===== src/rtl/dot_channel_seq_pkg.sv =====
// Shared definitions for the dot-channel sequencer: result width and FSM state encodings.
package dot_channel_seq_pkg;

  localparam int data_len = 16;

  localparam logic [2:0] SEQ_IDLE  = 3'd0;
  localparam logic [2:0] SEQ_LOAD  = 3'd1;
  localparam logic [2:0] SEQ_RUN   = 3'd2;
  localparam logic [2:0] SEQ_DRAIN = 3'd3;
  localparam logic [2:0] SEQ_DONE  = 3'd4;

  typedef enum logic [2:0] {
    ST_IDLE  = SEQ_IDLE,
    ST_LOAD  = SEQ_LOAD,
    ST_RUN   = SEQ_RUN,
    ST_DRAIN = SEQ_DRAIN,
    ST_DONE  = SEQ_DONE
  } seq_state_e;

endpackage


===== src/rtl/dot_channel_seq_watchdog.sv =====
// Cycle watchdog: counts enabled cycles and flags expiry on the TIMEOUT-th one.
module dot_channel_seq_watchdog #(
  parameter int TIMEOUT = 15
) (
  input  logic clk,
  input  logic rst,
  input  logic clr,
  input  logic en,
  output logic expire
);

  localparam logic [7:0] LAST = 8'(TIMEOUT - 1);

  logic [7:0] cnt_q, cnt_d;

  assign expire = en && (cnt_q == LAST);

  always_comb begin
    cnt_d = cnt_q;
    if (clr || expire) begin
      cnt_d = '0;
    end else if (en) begin
      cnt_d = cnt_q + 8'd1;
    end
  end

  always_ff @(posedge clk) begin
    if (rst) begin
      cnt_q <= '0;
    end else begin
      cnt_q <= cnt_d;
    end
  end

endmodule


===== src/rtl/dot_channel_seq.sv =====
// Sequencer for one dot channel: sweeps (cs, phase), drives the load strobes,
// handshakes the feature source and forwards tagged results downstream.
module dot_channel_seq
  import dot_channel_seq_pkg::*;
#(
  parameter int NUM_CS    = 10,
  parameter int NUM_PHASE = 5,
  parameter int TIMEOUT   = 15
) (
  input  logic                clk,
  input  logic                rst,
  input  logic                start,
  output logic                busy,
  output logic                done,
  output logic                err,
  input  logic                src_valid,
  output logic                src_ack,
  output logic                ws_load,
  output logic                dc_load,
  output logic [3:0]          cs,
  output logic [2:0]          phase,
  input  logic                dc_valid,
  input  logic [data_len-1:0] dc_q,
  output logic                out_valid,
  output logic [data_len-1:0] out_data,
  output logic [3:0]          out_cs,
  output logic [2:0]          out_phase,
  output logic [2:0]          dbg_state
);

  // Handshake: upstream raises src_valid and holds d until the one-cycle
  // src_ack; downstream sees out_valid for exactly one cycle per result.

  localparam logic [3:0] CS_LAST = 4'(NUM_CS - 1);
  localparam logic [2:0] PH_LAST = 3'(NUM_PHASE - 1);

  seq_state_e          state_q, state_d;
  logic [3:0]          cs_q, cs_d;
  logic [2:0]          phase_q, phase_d;
  logic [data_len-1:0] out_data_q, out_data_d;
  logic [3:0]          out_cs_q, out_cs_d;
  logic [2:0]          out_phase_q, out_phase_d;
  logic                busy_q, busy_d;
  logic                ws_load_q, ws_load_d;
  logic                dc_load_q, dc_load_d;
  logic                result_q, result_d;
  logic                done_q, done_d;
  logic                err_q, err_d;
  logic                wd_clr, wd_en, wd_expire;

  assign wd_clr = (state_q != ST_RUN);
  assign wd_en  = (state_q == ST_RUN) && !dc_valid;

  dot_channel_seq_watchdog #(
    .TIMEOUT (TIMEOUT)
  ) u_watchdog (
    .clk    (clk),
    .rst    (rst),
    .clr    (wd_clr),
    .en     (wd_en),
    .expire (wd_expire)
  );

  always_comb begin
    state_d     = state_q;
    cs_d        = cs_q;
    phase_d     = phase_q;
    out_data_d  = out_data_q;
    out_cs_d    = out_cs_q;
    out_phase_d = out_phase_q;
    err_d       = 1'b0;

    case (state_q)
      ST_IDLE: begin
        if (start) state_d = ST_LOAD;
      end
      ST_LOAD: begin
        if (src_valid) state_d = ST_RUN;
      end
      ST_RUN: begin
        if (dc_valid) begin
          out_data_d  = dc_q;
          out_cs_d    = cs_q;
          out_phase_d = phase_q;
          state_d     = ST_DRAIN;
        end else if (wd_expire) begin
          err_d   = 1'b1;
          cs_d    = '0;
          phase_d = '0;
          state_d = ST_IDLE;
        end
      end
      ST_DRAIN: begin
        // Terminal compares come first so the indices never wrap.
        if (phase_q != PH_LAST) begin
          phase_d = phase_q + 3'd1;
          state_d = ST_LOAD;
        end else if (cs_q != CS_LAST) begin
          phase_d = '0;
          cs_d    = cs_q + 4'd1;
          state_d = ST_LOAD;
        end else begin
          state_d = ST_DONE;
        end
      end
      ST_DONE: begin
        cs_d    = '0;
        phase_d = '0;
        state_d = ST_IDLE;
      end
      default: begin
        cs_d    = '0;
        phase_d = '0;
        state_d = ST_IDLE;
      end
    endcase

    // Strobes are decoded from the next state so every output leaves a flop.
    busy_d    = (state_d != ST_IDLE);
    ws_load_d = (state_d == ST_LOAD) || (state_d == ST_RUN);
    dc_load_d = (state_d == ST_RUN);
    result_d  = (state_d == ST_DRAIN);
    done_d    = (state_d == ST_DONE);
  end

  always_ff @(posedge clk) begin
    if (rst) begin
      state_q     <= ST_IDLE;
      cs_q        <= '0;
      phase_q     <= '0;
      out_data_q  <= '0;
      out_cs_q    <= '0;
      out_phase_q <= '0;
      busy_q      <= 1'b0;
      ws_load_q   <= 1'b0;
      dc_load_q   <= 1'b0;
      result_q    <= 1'b0;
      done_q      <= 1'b0;
      err_q       <= 1'b0;
    end else begin
      state_q     <= state_d;
      cs_q        <= cs_d;
      phase_q     <= phase_d;
      out_data_q  <= out_data_d;
      out_cs_q    <= out_cs_d;
      out_phase_q <= out_phase_d;
      busy_q      <= busy_d;
      ws_load_q   <= ws_load_d;
      dc_load_q   <= dc_load_d;
      result_q    <= result_d;
      done_q      <= done_d;
      err_q       <= err_d;
    end
  end

  assign busy      = busy_q;
  assign done      = done_q;
  assign err       = err_q;
  assign src_ack   = result_q;
  assign out_valid = result_q;
  assign ws_load   = ws_load_q;
  assign dc_load   = dc_load_q;
  assign cs        = cs_q;
  assign phase     = phase_q;
  assign out_data  = out_data_q;
  assign out_cs    = out_cs_q;
  assign out_phase = out_phase_q;
  assign dbg_state = state_q;

endmodule

===== config.mk =====
export PLATFORM = sky130hd
export DESIGN_NAME = dot_channel_seq
export DESIGN_NICKNAME = d
export VERILOG_FILES = /design/src/rtl/dot_channel_seq_pkg.sv /design/src/rtl/dot_channel_seq_watchdog.sv /design/src/rtl/dot_channel_seq.sv
export SDC_FILE = /design/constraint.sdc
export NUM_CORES = 1
export LEC_CHECK = 0
export CAP_MARGIN = 25
export CELL_PAD_IN_SITES_DETAIL_PLACEMENT = 0
export CELL_PAD_IN_SITES_GLOBAL_PLACEMENT = 1
export CORE_AREA = 2 2 79 81
export DETAILED_ROUTE_END_ITERATION = 8
export DIE_AREA = 0 0 81 83
export GPL_TIMING_DRIVEN = 0
export PLACE_DENSITY = 0.84
export SETUP_SLACK_MARGIN = 0.15
export SLEW_MARGIN = 20
export SYNTH_ARGS = -nofsm -noshare
export SYNTH_HDL_FRONTEND = slang
export SYNTH_HIERARCHICAL = 1
export SYNTH_SLANG_ARGS = --single-unit

===== constraint.sdc =====
create_clock -name clk -period 4.76 [get_ports clk]
set_input_delay 0.476 -clock clk [delete_from_list [all_inputs] [get_ports clk]]
set_output_delay 0.476 -clock clk [all_outputs]
set_load 0.01 [all_outputs]

==> metrics.log <==
[metrics] result of the run: complete, no violations
[metrics] slowest stage cell on the critical path: sky130_fd_sc_hd__nor4_1
[metrics] overall die height: 83 um
[metrics] HPWL reported at the end of detailed placement: 3.50 mm
[metrics] x dimension of the die: 81 um
[metrics] warnings from Yosys: 6
[metrics] CTS sink count: 47
[metrics] summed negative setup slack over all endpoints: 0 ns
[metrics] final net count: 337
[metrics] worst hold path cell count: 2
[metrics] wire length of the first global-routing pass: 7.73 mm
[metrics] leading cell types by count after synthesis: sky130_fd_sc_hd__nand2_1, sky130_fd_sc_hd__dfxtp_1, sky130_fd_sc_hd__a21oi_1, sky130_fd_sc_hd__nor2_1
[metrics] Yosys top cell area share: 0.443
[metrics] area of the core: 5820 um^2
[metrics] initial detailed-routing violation count: 49
[metrics] Crit. End Element: register
[metrics] setup repair after global routing missed its margin: no
[metrics] Slew HR: 0.663
[metrics] final max-slew violation count: 0
[metrics] met1 wire length: 2.34 mm
[metrics] most frequently used flop master after synthesis: sky130_fd_sc_hd__dfxtp_1
[metrics] Synth async-reset ratio: 0
[metrics] maximum level of the CTS H-tree: 2
[metrics] via count: 1822
[metrics] CTS-repair resized insts: 0
[metrics] Synth area leaders: sky130_fd_sc_hd__dfxtp_1, sky130_fd_sc_hd__nand2_1, sky130_fd_sc_hd__a21oi_1, sky130_fd_sc_hd__ha_1, sky130_fd_sc_hd__buf_4
[metrics] Wirelength per Cell: 12.5 um
[metrics] count of endpoints failing hold in the final timing report: 0
[metrics] gr usage total: 0.145
[metrics] path type of the worst min-delay path: reg2reg
[metrics] IO Port Bufs: 60
[metrics] count of buffers added by post-CTS timing repair for setup: 0
[metrics] wirelength, routed: 4.82 mm
[metrics] Max FO, Critical Path: 10
[metrics] routability cong.: 0.782
[metrics] Antenna Diode Count: 0
[metrics] power density over cell area: 278 nW/um^2
[metrics] slew of the pin with the lowest slew margin: 0.501 ns
[metrics] Max Buffers Root-to-Sink: 2
[metrics] clock tree from TritonCTS: done
[metrics] logic depth of the worst register-to-register path: 11
[metrics] final setup vio count: 0
[metrics] source of the worst register-to-register timing path: dbg_state[1]
[metrics] starting utilization of the core area: 0.365
[metrics] number of nets in the synthesized netlist: 270
[metrics] Arr. time, crit path: 3.03 ns
[metrics] metal3 WL: 309 um
[metrics] number of global-route vias before repair: 1639
[metrics] number of buffers created by CTS: 5
[metrics] Worst-Skew Late Latency: 0.29 ns
[metrics] clock root cell: sky130_fd_sc_hd__clkbuf_8
[metrics] post-synth cell types: 47
[metrics] fin crit share: 0.588
[metrics] count of max-cap constraint violations: 0
[metrics] worst vdd ir: 158 uV
[metrics] Top Ports: 61
[metrics] number of optimization iterations in the first detailed-route pass: 4
[metrics] pin count of the biggest net entering global routing: 15
[metrics] Cell Area, Synth: 2120 um^2
[metrics] timing-limited maximum frequency: 357 MHz
[metrics] Worst Setup Path Type: reg2reg
[metrics] CP Launch Type: register
[metrics] number of design rule violations left after detail routing: 0
[metrics] minimum clock period after layout: 2.80 ns
[metrics] CP cell instances: buf_4 > nor3b_2 > inv_1 > nor2_1 > buf_4 > nand3_1 > nor4_1 > nor2b_1 > o21ai_0 > a211oi_2 > mux2i_1
[metrics] Synth area leader: sky130_fd_sc_hd__dfxtp_1
[metrics] number of buffers added to fix hold violations after cts: 0
[metrics] number of core rows: 28
[metrics] antenna violation net count after detailed routing: 0
[metrics] clock transition at the registers of the reported paths: 0.08 ns
[metrics] Max Clock Skew: 0.00421 ns
[metrics] total global routing overflow: 0
[metrics] number of enable-type register cells in the synthesized netlist: 0
[metrics] crit path launch: dbg_state[1]
[metrics] Synth Area per Inst: 8.74 um^2
[metrics] synthesized netlist cell count: 243
[metrics] DR WL met2: 2.09 mm
[metrics] antenna violations before repair: 0
[metrics] layout cells sized above 1: 0.109
[metrics] Die Area: 6720 um^2
[metrics] total of flip-flops plus latches after synthesis: 47
[metrics] vias per inst: 4.72
[metrics] Syn-to-layout area delta: 38.9%
[metrics] highest metal layer with signal wires: met4
[metrics] Critical Path Most Common Cell: sky130_fd_sc_hd__buf_4
[metrics] required time of the critical path: 4.99 ns
[metrics] part of the Yosys area used for sequential elements: 0.443
[metrics] most common cell in the netlist: sky130_fd_sc_hd__nand2_1
[metrics] source of the worst hold timing path: out_data[11]
[metrics] static power due to leakage: 0.000992 uW
[metrics] Largest stage delay, worst path: 0.49 ns
[metrics] worst hold slack after final layout: 0.455 ns
critical path: cells and delay by family (launching register included):
kind                   cells  cell delay (ns)
buffers and inverters      3             0.46
and+or+nand+nor            5             1.15
DFF                        1             0.37
muxes                      1             0.22
AOI/OAI and AO/OA          2             0.54
cell type report:
| cell class | instances | area, um^2 |
|---|---|---|
| plain buffers | 15 | 118 |
| inverters | 7 | 26.3 |
| fillers | 568 | 2860 |
| clock inverters | 2 | 60.1 |
| clock buffers | 6 | 72.6 |
| repair buffers | 60 | 601 |
| flip-flops and latches | 47 | 941 |
| well taps | 75 | 93.8 |
| multi-input cells | 174 | 1040 |
where the power goes:
group          leakage, uW  switching (uW)  internal [uW]
registers         0.000380            3.93            400
clock network    0.0000654             130            210
logic             0.000547            34.4           41.9
total             0.000992             169            651
sequential cells by signal, summed over array words and instances, names as in the netlist:
signal and flops:
out_phase 3, out_valid 1, dbg_state 3, u_watchdog/cnt_q 8
cs 4, busy 1, err 1, done 1
phase 3, out_cs 4, dc_load 1, ws_load 1
out_data 16
layer usage:
layer | track usage | up-vias
li1 | - | 959
met5 | 0 | -
met2 | 0.218 | 55
met3 | 0.0326 | 4
met1 | 0.198 | 804
met4 | 0.0586 | 0
cell families (layout without fill, tap and decap cells):
| family | after synthesis | after routing | share of synthesized area |
|---|---|---|---|
| xor gates and xnor gates | 4 | 4 | 0.0165 |
| AOI/OAI and AO/OA | 47 | 47 | 0.140 |
| adders and majority gates | 6 | 6 | 0.0353 |
| buffers and inverters | 22 | 90 | 0.0677 |
| DFF | 47 | 47 | 0.443 |
| muxes | 6 | 6 | 0.0289 |
| and+or+nand+nor | 111 | 111 | 0.269 |
cells in the final DEF, fill, tap and decap left out, types with 2 or more instances in the layout:
cell	n
sky130_fd_sc_hd__buf_6	2
sky130_fd_sc_hd__nor2_1	10
sky130_fd_sc_hd__nand4_2	2
sky130_fd_sc_hd__xor2_1	3
sky130_fd_sc_hd__and2_1	2
sky130_fd_sc_hd__clkbuf_1	5
sky130_fd_sc_hd__ha_1	6
sky130_fd_sc_hd__buf_4	7
sky130_fd_sc_hd__a31oi_1	2
sky130_fd_sc_hd__nand2b_1	7
sky130_fd_sc_hd__nand3_1	5
sky130_fd_sc_hd__inv_1	7
sky130_fd_sc_hd__nor3_1	7
sky130_fd_sc_hd__nor4_1	2
sky130_fd_sc_hd__bufinv_16	2
sky130_fd_sc_hd__a21oi_1	29
sky130_fd_sc_hd__a211oi_1	2
sky130_fd_sc_hd__dfxtp_1	47
sky130_fd_sc_hd__nand2_1	57
sky130_fd_sc_hd__mux2i_1	5
sky130_fd_sc_hd__or3_1	3
sky130_fd_sc_hd__clkbuf_8	7
sky130_fd_sc_hd__nand4_1	3
sky130_fd_sc_hd__clkdlybuf4s50_1	60
sky130_fd_sc_hd__o21ai_0	5
stage by stage:
stage / instances / power [uW] / util / area [um^2] / worst slack (ns)
after floorplan: 243 / 450 / - / 2120 / 2.35
after global placement: 378 / 489 / 0.485 / 2820 / 1.84
after detailed placement: 378 / 490 / 0.485 / 2820 / 1.81
after CTS: 386 / 832 / 0.508 / 2950 / 1.93
after global routing: 386 / 855 / 0.508 / 2950 / 1.62
final: 386 / 820 / 0.508 / 2950 / 1.96
path summary, 6_finish.rpt:
path / slack [ns] / endpoint
setup / recovery: 1.96 / cs[1]
hold / removal: 0.46 / out_data[11]
setup reg to reg: 1.96 / cs[1]
hold reg to reg: 0.46 / out_data[11]
Note: power is estimated with default switching activity, not from simulation.
